**config.mk**
```make
export PLATFORM = sky130hd
export DESIGN_NAME = binary_matvec_seq
export DESIGN_NICKNAME = d
export VERILOG_FILES = /design/src/rtl/binary_matvec_seq_pkg.sv /design/src/rtl/binary_matvec_seq_row_dot.sv /design/src/rtl/binary_matvec_seq.sv
export SDC_FILE = /design/constraint.sdc
export NUM_CORES = 1
export LEC_CHECK = 0
export BUFFER_PORTS_ARGS = -buffer_cell sky130_fd_sc_hd__clkbuf_2
export CAP_MARGIN = 25
export CORE_MARGIN = 3
export CORE_UTILIZATION = 60
export CTS_CLUSTER_SIZE = 40
export DETAILED_ROUTE_END_ITERATION = 10
export GPL_TIMING_DRIVEN = 0
export PLACE_DENSITY = 0.93
export SLEW_MARGIN = 40
export SYNTH_ARGS = -nofsm -noshare
export SYNTH_HDL_FRONTEND = slang
export SYNTH_SLANG_ARGS = --single-unit
```
**constraint.sdc**
```tcl
create_clock -name clk -period 5.76 [get_ports clk]
set_input_delay 0 -clock clk [delete_from_list [all_inputs] [get_ports clk]]
set_output_delay 0 -clock clk [all_outputs]
set_load 0.1 [all_outputs]
```
**src/rtl/binary_matvec_seq_pkg.sv**
```systemverilog
`default_nettype none
// ===================================================================
// binary_matvec_seq_pkg: shared state encoding and clog2 helper
// Revision: 1.0
// ===================================================================
package binary_matvec_seq_pkg;

  typedef enum logic [1:0] {
    S_ROWS = 2'd0,
    S_VEC  = 2'd1,
    S_COMP = 2'd2,
    S_OUT  = 2'd3
  } state_t;

  function automatic int clog2(input int value);
    int r;
    r = 0;
    for (int i = 0; i < 31; i++) begin
      if ((1 << i) < value) r = i + 1;
    end
    return r;
  endfunction

endpackage
`default_nettype wire

```
**src/rtl/binary_matvec_seq_row_dot.sv**
```systemverilog
`default_nettype none
// ===================================================================
// binary_row_dot: combinational dot product of one row with the vector
// Revision: 1.0
// ===================================================================
module binary_row_dot #(
  parameter int N         = 4,
  parameter int OR_REDUCE = 0
) (
  input  logic [N-1:0] row,
  input  logic [N-1:0] vec,
  output logic         dot
);

  logic [N-1:0] prod;
  assign prod = row & vec;

  generate
    if (OR_REDUCE != 0) begin : g_or
      assign dot = |prod;
    end else begin : g_xor
      assign dot = ^prod;
    end
  endgenerate

endmodule
`default_nettype wire

```
**src/rtl/binary_matvec_seq.sv**
```systemverilog
`default_nettype none
// ===================================================================
// binary_matvec_seq: serial-load N x N binary matrix-vector sequencer
// Revision: 1.0
// ===================================================================
module binary_matvec_seq
  import binary_matvec_seq_pkg::*;
#(
  parameter int N         = 4,
  parameter int OR_REDUCE = 0
) (
  input  logic         clk,
  input  logic         rst,
  input  logic         row_valid,
  output logic         row_ready,
  input  logic [N-1:0] row_data,
  input  logic         vec_valid,
  output logic         vec_ready,
  input  logic [N-1:0] vec_data,
  input  logic         reuse_mat,
  output logic         out_valid,
  input  logic         out_ready,
  output logic [N-1:0] out_data,
  output logic         busy
);

  localparam int            IW   = clog2(N);
  localparam logic [IW-1:0] LAST = IW'(N - 1);

  state_t        state;
  logic [IW-1:0] row_idx;
  logic [N-1:0]  mat [N];
  logic [N-1:0]  vec;
  logic          dot;

  assign row_ready = (state == S_ROWS);
  assign vec_ready = (state == S_VEC);

  // Single shared dot unit, steered to the current row by row_idx.
  binary_row_dot #(
    .N         (N),
    .OR_REDUCE (OR_REDUCE)
  ) u_row_dot (
    .row (mat[row_idx]),
    .vec (vec),
    .dot (dot)
  );

  always_ff @(posedge clk) begin
    if (rst) begin
      state     <= S_ROWS;
      row_idx   <= '0;
      vec       <= '0;
      out_data  <= '0;
      out_valid <= 1'b0;
      busy      <= 1'b0;
      for (int i = 0; i < N; i++) mat[i] <= '0;
    end else begin
      case (state)
        S_ROWS: begin
          if (row_valid) begin
            mat[row_idx] <= row_data;
            if (row_idx == LAST) begin
              row_idx <= '0;
              state   <= S_VEC;
            end else begin
              row_idx <= row_idx + IW'(1);
            end
          end
        end
        S_VEC: begin
          if (vec_valid) begin
            vec     <= vec_data;
            row_idx <= '0;
            busy    <= 1'b1;
            state   <= S_COMP;
          end
        end
        S_COMP: begin
          out_data[row_idx] <= dot;
          if (row_idx == LAST) begin
            row_idx   <= '0;
            out_valid <= 1'b1;
            state     <= S_OUT;
          end else begin
            row_idx <= row_idx + IW'(1);
          end
        end
        S_OUT: begin
          // out_data is left untouched so it stays readable after the handshake.
          if (out_ready) begin
            out_valid <= 1'b0;
            busy      <= 1'b0;
            state     <= reuse_mat ? S_VEC : S_ROWS;
          end
        end
        default: state <= S_ROWS;
      endcase
    end
  end

endmodule
`default_nettype wire
```
==> key figures, run 1 <==
Setup path
  • Critical Path Source: state[1]
  • Worst Path Required: 6.01 ns
  • FF-to-FF setup slack: 3.45 ns
  • Critical Path Sink: state[0]
  • Worst Setup Start Kind: flip-flop
  • WP data arrival: 2.55 ns
  • Cells on worst reg2reg path: 7
  • R2r startpoint: state[1]
  • Critical Path Fanout Max: 9
  • Endpoint class of the critical path: flip-flop
  • Setup CP Type: reg -> reg
  • Reg2Reg Capture Point: state[0]

Logic synthesis
  • Mapped Area: 0.00158 mm^2
  • Primary FF master, synth: edfxtp_1
  • Mapped Nets: 163
  • Area contributors post-synth: edfxtp_1 (31%), dfxtp_1 (20%), ha_1 (7.9%)
  • Synth top cells by count: and2_1 (16), dfxtp_1 (16), edfxtp_1 (16), nand2_1 (12)
  • Post-synth top area cell: edfxtp_1
  • Async set-reset flop share out of synthesis: 0%
  • Synth cell types: 30
  • Number of enable flip-flop cells after synthesis: 16
  • Gate Count Post-Synth: 139
  • Post-synthesis sequential area ratio: 50.8%
  • Yosys Warn Count: 0
  • Top cell type's share of synthesized area: 30.5%
  • Post-synthesis sequential element count: 32
  • Syn avg cell area: 11.3 um^2

Layout
  • Antenna diodes: 0
  • Non-Filler Cell Area, Final: 0.00186 mm^2
  • Synthesis-to-finish area growth: 18.2%
  • Layout cell share with drive strength beyond 1: 21.6%
  • Non-Filler Instances: 204
  • Final Net Count: 199

CTS
  • Total CTS buffers: 5
  • CTS Sinks: 32
  • Clock-pin slew on the worst setup and hold paths: 0.11 ns
  • Setup Buffers After CTS: 0
  • Clock Path Buffers: 2
  • CTS H-tree lvls: 2
  • CTS Hold Bufs: 9
  • Clock Latency Late Sink: 0.35 ns
  • Clk Tree Root Cell: clkbuf_4
  • Gates resized, CTS repair: 0
  • CTS tree: yes

Detailed routing
  • Starting DRT DRC Count: 36
  • DR DRC count: 0
  • Via count: 1,206
  • Wirelength per Cell: 16.0 um
  • Antenna-violating nets left: 0
  • Vias/cell: 5.91
  • Final WL: 3260 um
  • First-pass iteration count of the detailed router: 4

Floorplan
  • Die Ht: 57.2 um
  • Row count: 17
  • Core Region: 0.00234 mm^2
  • Die X: 57.2 um
  • Starting Density: 67.3%
  • # IOs: 22
  • Area of the die: 0.00328 mm^2

Power and ir drop
  • P_leak: 0.728 nW
  • Total power: 0.466 mW
  • Power per cell area: 250 mW/mm^2
  • Peak VDD IR: 0.000219 V

Placed design
  • Port bufs: 20
  • Area post-placement: 0.00171 mm^2
  • GP Congestion: 0.775
  • Post-DP HPWL: 2370 um
  • Cell count after placement: 187

Flow run
  • Max Cap Viol: 0

Timing
  • Endpoints failing hold: 0
  • Unrepaired setup endpoints after global routing: no
  • Period utilisation layout: 40.0%
  • Tmin final: 2.31 ns
  • Max_slew headroom: 64.0%
  • Worst-Margin Slew: 0.542 ns
  • Setup violators final: 0
  • Post-Route Setup TNS: 0 ns
  • Max Fclk: 0.434 GHz
  • Slew Viols, Final: 0
  • Worst Skew: 0.00859 ns

Status
  • Run status: completed

Global route
  • First-pass GRT wire length: 5290 um
  • Remaining global-route overflow: 0
  • Vias in the first global route: 1,220
  • Largest net degree at the start of global routing: 13
  • Aggregate global-route resource usage: 21.2%
  • Initial antenna violation count: 0

Worst hold path
  • Hold Path Class: in -> reg
-- stage by stage --
stage          util, %  hold WS, ns  setup WS (ns)
2_1_floorplan        -        0.147           3.18
3_3_place_gp      73.1        0.237           3.64
3_5_place_dp      73.1        0.246           3.50
4_1_cts           79.6       0.0317           3.46
5_1_grt           79.6       0.0715           3.30
6_report          79.6       0.0599           3.45
-- logic make-up (layout without fill, tap and decap cells) --
family          after synthesis  count (layout)  share of synthesized area (%)
flops                        32              32                           50.8
mux                           7               7                           8.34
compound gates               28              28                           12.9
buf+inv                      10              47                           2.38
fa+ha+maj                    10              10                           7.94
simple gates                 52              52                           17.6
-- cell type report --
class                           instances  area, um^2
Timing Repair Buffer                   29         190
Clock buffer                            5        37.5
Multi-Input combinational cell         97         737
Tap cell                               28        35.0
Inverter                                5        18.8
Buffer                                  5        18.8
Sequential cell                        32         801
Clock inverter                          3        23.8
Fill cell                             142         478
-- state kept, by name (all words and copies together), names as in the netlist, named ones only --
name,flops
mat,16
out_data,4
vec,4
row_idx,2
state,2
busy,1
out_valid,1
-- how the worst min path moves through the flow --
stage                start  endpoint  slack [ns]  cells after the start
3_3_place_gp   vec_data[3]    vec[3]        0.24                      3
4_1_cts          vec_valid    vec[0]        0.03                      3
2_1_floorplan  vec_data[0]    vec[0]        0.15                      2
5_1_grt          vec_valid    vec[3]        0.07                      3
3_5_place_dp   vec_data[2]    vec[2]        0.25                      3
6_report         vec_valid    vec[0]        0.06                      3
-- layout by cell type, fill, tap and decap left out, types with 2 or more instances in the layout --
master         netlist  final
clkbuf_2             0     20
and2_1              16     16
dfxtp_1             16     16
edfxtp_1            16     16
nand2_1             12     12
a21oi_1             10     10
ha_1                10     10
dlygate4sd3_1        0      9
or2_2                7      7
inv_1                5      5
clkbuf_1             5      5
nor2_1               5      5
clkbuf_4             0      5
nand3_1              4      4
a41oi_1              4      4
nor3_1               3      3
mux4_1               3      3
o211ai_1             3      3
nor2b_1              3      3
mux2i_1              3      3
a211oi_1             2      2
clkinvlp_4           0      2
-- critical path: stages, from the launching register on --
cell	delay (ns)
dfxtp_1	0.45
inv_1	0.13
ha_1	0.21
clkbuf_1	0.21
nor2b_1	0.22
a2111oi_2	0.50
o21ai_0	0.16
a221oi_1	0.32
-- layer usage --
layer  track usage [%]  share of wire, %
met1              24.9                42
met2              35.1                50
met3              7.24               6.9
met4              9.27               1.4
met5                 0                 0
-- report_power, final --
part           internal, mW  switching, mW  leakage (nW)
registers             0.252         0.0101         0.296
clock network        0.0479         0.0884        0.0274
logic                0.0295         0.0373         0.404
total                 0.330          0.136         0.728
Power figures use the tool's default switching activity.
==> inputs of run 2 (changes only) <==
--- a/config.mk
+++ b/config.mk
@@ -5,14 +5,15 @@
 export SDC_FILE = /design/constraint.sdc
 export NUM_CORES = 1
 export LEC_CHECK = 0
+export ABC_AREA = 1
 export BUFFER_PORTS_ARGS = -buffer_cell sky130_fd_sc_hd__clkbuf_2
 export CAP_MARGIN = 25
 export CORE_MARGIN = 3
-export CORE_UTILIZATION = 60
+export CORE_UTILIZATION = 57
 export CTS_CLUSTER_SIZE = 40
 export DETAILED_ROUTE_END_ITERATION = 10
 export GPL_TIMING_DRIVEN = 0
-export PLACE_DENSITY = 0.93
+export PLACE_DENSITY = 0.89
 export SLEW_MARGIN = 40
 export SYNTH_ARGS = -nofsm -noshare
 export SYNTH_HDL_FRONTEND = slang
==> constraint.sdc (replaced) <==
create_clock -name clk -period 2.15 [get_ports clk]
set_input_delay 0 -clock clk [delete_from_list [all_inputs] [get_ports clk]]
set_output_delay 0 -clock clk [all_outputs]
set_load 0.1 [all_outputs]
==> key figures, run 2 <==
Global route
  • Largest net degree at the start of global routing: 11 (-2)
  • Remaining global-route overflow: 0 (unchanged)
  • First-pass GRT wire length: 5500 um (+3.9%)
  • Initial antenna violation count: 0 (unchanged)
  • Aggregate global-route resource usage: 21.0% (-0.21 points)
  • Vias in the first global route: 1,243 (+1.9%)

CTS
  • Gates resized, CTS repair: 0 (unchanged)
  • Clock-pin slew on the worst setup and hold paths: 0.10 ns (about the same)
  • Setup Buffers After CTS: 0 (unchanged)
  • Clk Tree Root Cell: clkbuf_4
  • CTS Hold Bufs: 7 (-2)
  • CTS H-tree lvls: 2 (unchanged)
  • Clock Path Buffers: 2 (unchanged)
  • CTS tree: yes
  • CTS Sinks: 32 (unchanged)
  • Total CTS buffers: 5 (unchanged)
  • Clock Latency Late Sink: 0.33 ns (-0.02 ns)

Logic synthesis
  • Post-synth top area cell: edfxtp_1
  • Async set-reset flop share out of synthesis: 0% (unchanged)
  • Most frequent cell after synthesis: nand2_1
  • Syn avg cell area: 7.93 um^2 (-30%)
  • Area contributors post-synth: edfxtp_1 (28%), dfxtp_1 (19%), nand2_1 (10%)
  • Top cell type's share of synthesized area: 27.9% (-2.6 points)
  • Synth top cells by count: nand2_1 (46), inv_1 (35), nor2_1 (26), dfxtp_1 (16), edfxtp_1 (16)
  • Number of enable flip-flop cells after synthesis: 16 (unchanged)
  • Mapped Area: 0.00172 mm^2 (+9.2%)
  • Post-synthesis sequential element count: 32 (unchanged)
  • Gate Count Post-Synth: 217 (+56%)
  • Post-synthesis sequential area ratio: 46.5% (-4.3 points)
  • Mapped Nets: 241 (+48%)
  • Yosys Warn Count: 0 (unchanged)
  • Primary FF master, synth: edfxtp_1
  • Synth cell types: 26 (-13%)

Setup path
  • Slowest cell on crit path: dlygate4sd3_1
  • Setup CP Type: reg -> reg
  • Worst Setup Start Kind: flip-flop
  • Delay-heaviest family, CP: buffers and inverters
  • CP peak stage delay: 0.57 ns (+0.07 ns)
  • Worst Path Required: 2.43 ns (-3.58 ns)
  • Critical Path Fanout Max: 5 (-4)
  • Endpoint class of the critical path: flip-flop
  • CP bufs+invs: 3 (+1)
  • CP cell instances: inv_1 -> ha_1 -> inv_2 -> or2_1 -> a311oi_1 -> dlygate4sd3_1
  • WP data arrival: 2.24 ns (-0.31 ns)

Detailed routing
  • Metal-1 WL: 1510 um (+10%)
  • First-pass iteration count of the detailed router: 4 (unchanged)
  • DR DRC count: 0 (unchanged)
  • Starting DRT DRC Count: 59 (+64%)
  • Antenna-violating nets left: 0 (unchanged)
  • DR WL met3: 179 um (-21%)
  • Met2 Routed Length: 1570 um (-2.7%)
  • Via count: 1,389 (+15%)
  • Wirelength per Cell: 11.7 um (-27%)
  • Vias/cell: 4.91 (-17%)
  • Final WL: 3300 um (+1.5%)
  • Top Metal Used: met4

Layout
  • Largest register FFs: 16 (unchanged)
  • Most frequent cells in the layout: nand2_1 (46), inv_1 (35), nor2_1 (26)
  • Largest registers: mat: 16 flops, out_data: 4 flops, vec: 4 flops
  • Largest reg by FF count: mat
  • Post-layout util: 70.6% (-9.0 points)
  • Antenna diodes: 0 (unchanged)
  • Synthesis-to-finish area growth: 15.1%
  • Commonest non-fill, non-tap cell in the layout: nand2_1
  • Final Net Count: 275 (+38%)
  • Layout cell share with drive strength beyond 1: 21.8% (+0.23 points)

Floorplan
  • Die Ht: 60.9 um (+6.5%)
  • Die X: 60.9 um (+6.5%)
  • Starting Density: 61.3% (-6.0 points)
  • Area of the die: 0.00371 mm^2 (+13%)
  • # IOs: 22 (unchanged)
  • Core Region: 0.00281 mm^2 (+20%)
  • Row count: 19 (+2)

Flow run
  • Max Cap Viol: 0 (unchanged)

Power and ir drop
  • P_leak: 0.981 nW (+35%)
  • Peak VDD IR: 0.000896 V (+310%)
  • Power per cell area: 979 mW/mm^2 (+290%)

Timing
  • Slew Viols, Final: 0 (unchanged)
  • Endpoints failing hold: 0 (unchanged)
  • Tmin final: 1.96 ns (-0.344 ns)
  • Period utilisation layout: 91.3% (+51 points)
  • Hold_ws: 0.0192 ns (-0.0407 ns)
  • PnR worst setup slack: 0.188 ns (-3.27 ns)
  • Setup violators final: 0 (unchanged)
  • Worst Skew: 0.00905 ns (+0.000468 ns)
  • Max_slew headroom: 58.1% (-5.9 points)
  • Worst-Margin Slew: 0.623 ns (+0.0809 ns)
  • Unrepaired setup endpoints after global routing: no
  • Max Fclk: 0.510 GHz (+18%)
  • Post-Route Setup TNS: 0 ns (unchanged)

Placed design
  • Post-Place Setup Slack: 0.389 ns (-3.11 ns)
  • Post-DP HPWL: 2340 um (-1.1%)
  • GP Congestion: 0.776 (about the same)
  • Port bufs: 20 (unchanged)

Worst hold path
  • Hold Path Class: in -> reg

Status
  • Run status: completed
==> run 2: final timing paths <==
path / endpoint / startpoint / cells past startpoint / slack [ns]
worst max-delay path: busy / state[1] / 6 / 0.19
worst min register to register: vec[2] / vec[2] / 2 / 0.46
worst min-delay path: mat[0][2] / row_data[2] / 3 / 0.02
worst max register to register: busy / state[1] / 6 / 0.19
==> run 2: through the flow <==
stage                     total power [mW]  area (um^2)  instances
after detailed placement              1.62         1860        268
after floorplan                       1.48         1720        217
after global routing                  2.09         1980        283
final                                 1.94         1980        283
after CTS                             1.94         1980        283
after global placement                1.60         1860        268
==> run 2: worst reg2reg max path: stages, from the launching register on <==
cell	delay, ns
dfxtp_1	0.35
inv_1	0.15
ha_1	0.31
inv_2	0.07
or2_1	0.26
a311oi_1	0.20
dlygate4sd3_1	0.57
==> run 2: cell families (layout without fill, tap and decap cells) <==
| group | after synthesis | in the layout | share of synthesized area, % |
|---|---|---|---|
| AO/OA/AOI/OAI | 25 | 25 | 8.73 |
| flip-flops | 32 | 32 | 46.5 |
| AND/OR/NAND/NOR | 101 | 101 | 25.8 |
| adder cells (fa/ha/maj) | 10 | 10 | 7.27 |
| buffers and inverters | 49 | 84 | 11.6 |
==> run 2: layer usage <==
layer,vias to the layer above,GRT usage (%)
met3,4,7.87
met5,-,0
li1,742,-
met2,35,32.1
met1,608,27.0
met4,0,8.05
==> run 2: power breakdown <==
| group | total, mW | internal (mW) | leakage, nW | switching (mW) |
|---|---|---|---|---|
| Clock | 0.317 | 0.121 | 0.0273 | 0.196 |
| Sequential | 0.813 | 0.744 | 0.297 | 0.0697 |
| Combinational | 0.810 | 0.241 | 0.657 | 0.568 |
| Total | 1.94 | 1.11 | 0.981 | 0.834 |
==> run 2: cell type report <==
type / count / area [um^2]
Buffer: 2 / 16.3
Clock buffer: 6 / 41.3
Clock inverter: 2 / 7.51
Fill cell: 226 / 825
Inverter: 47 / 184
Multi-Input combinational cell: 136 / 722
Sequential cell: 32 / 801
Tap cell: 31 / 38.8
Timing Repair Buffer: 27 / 170
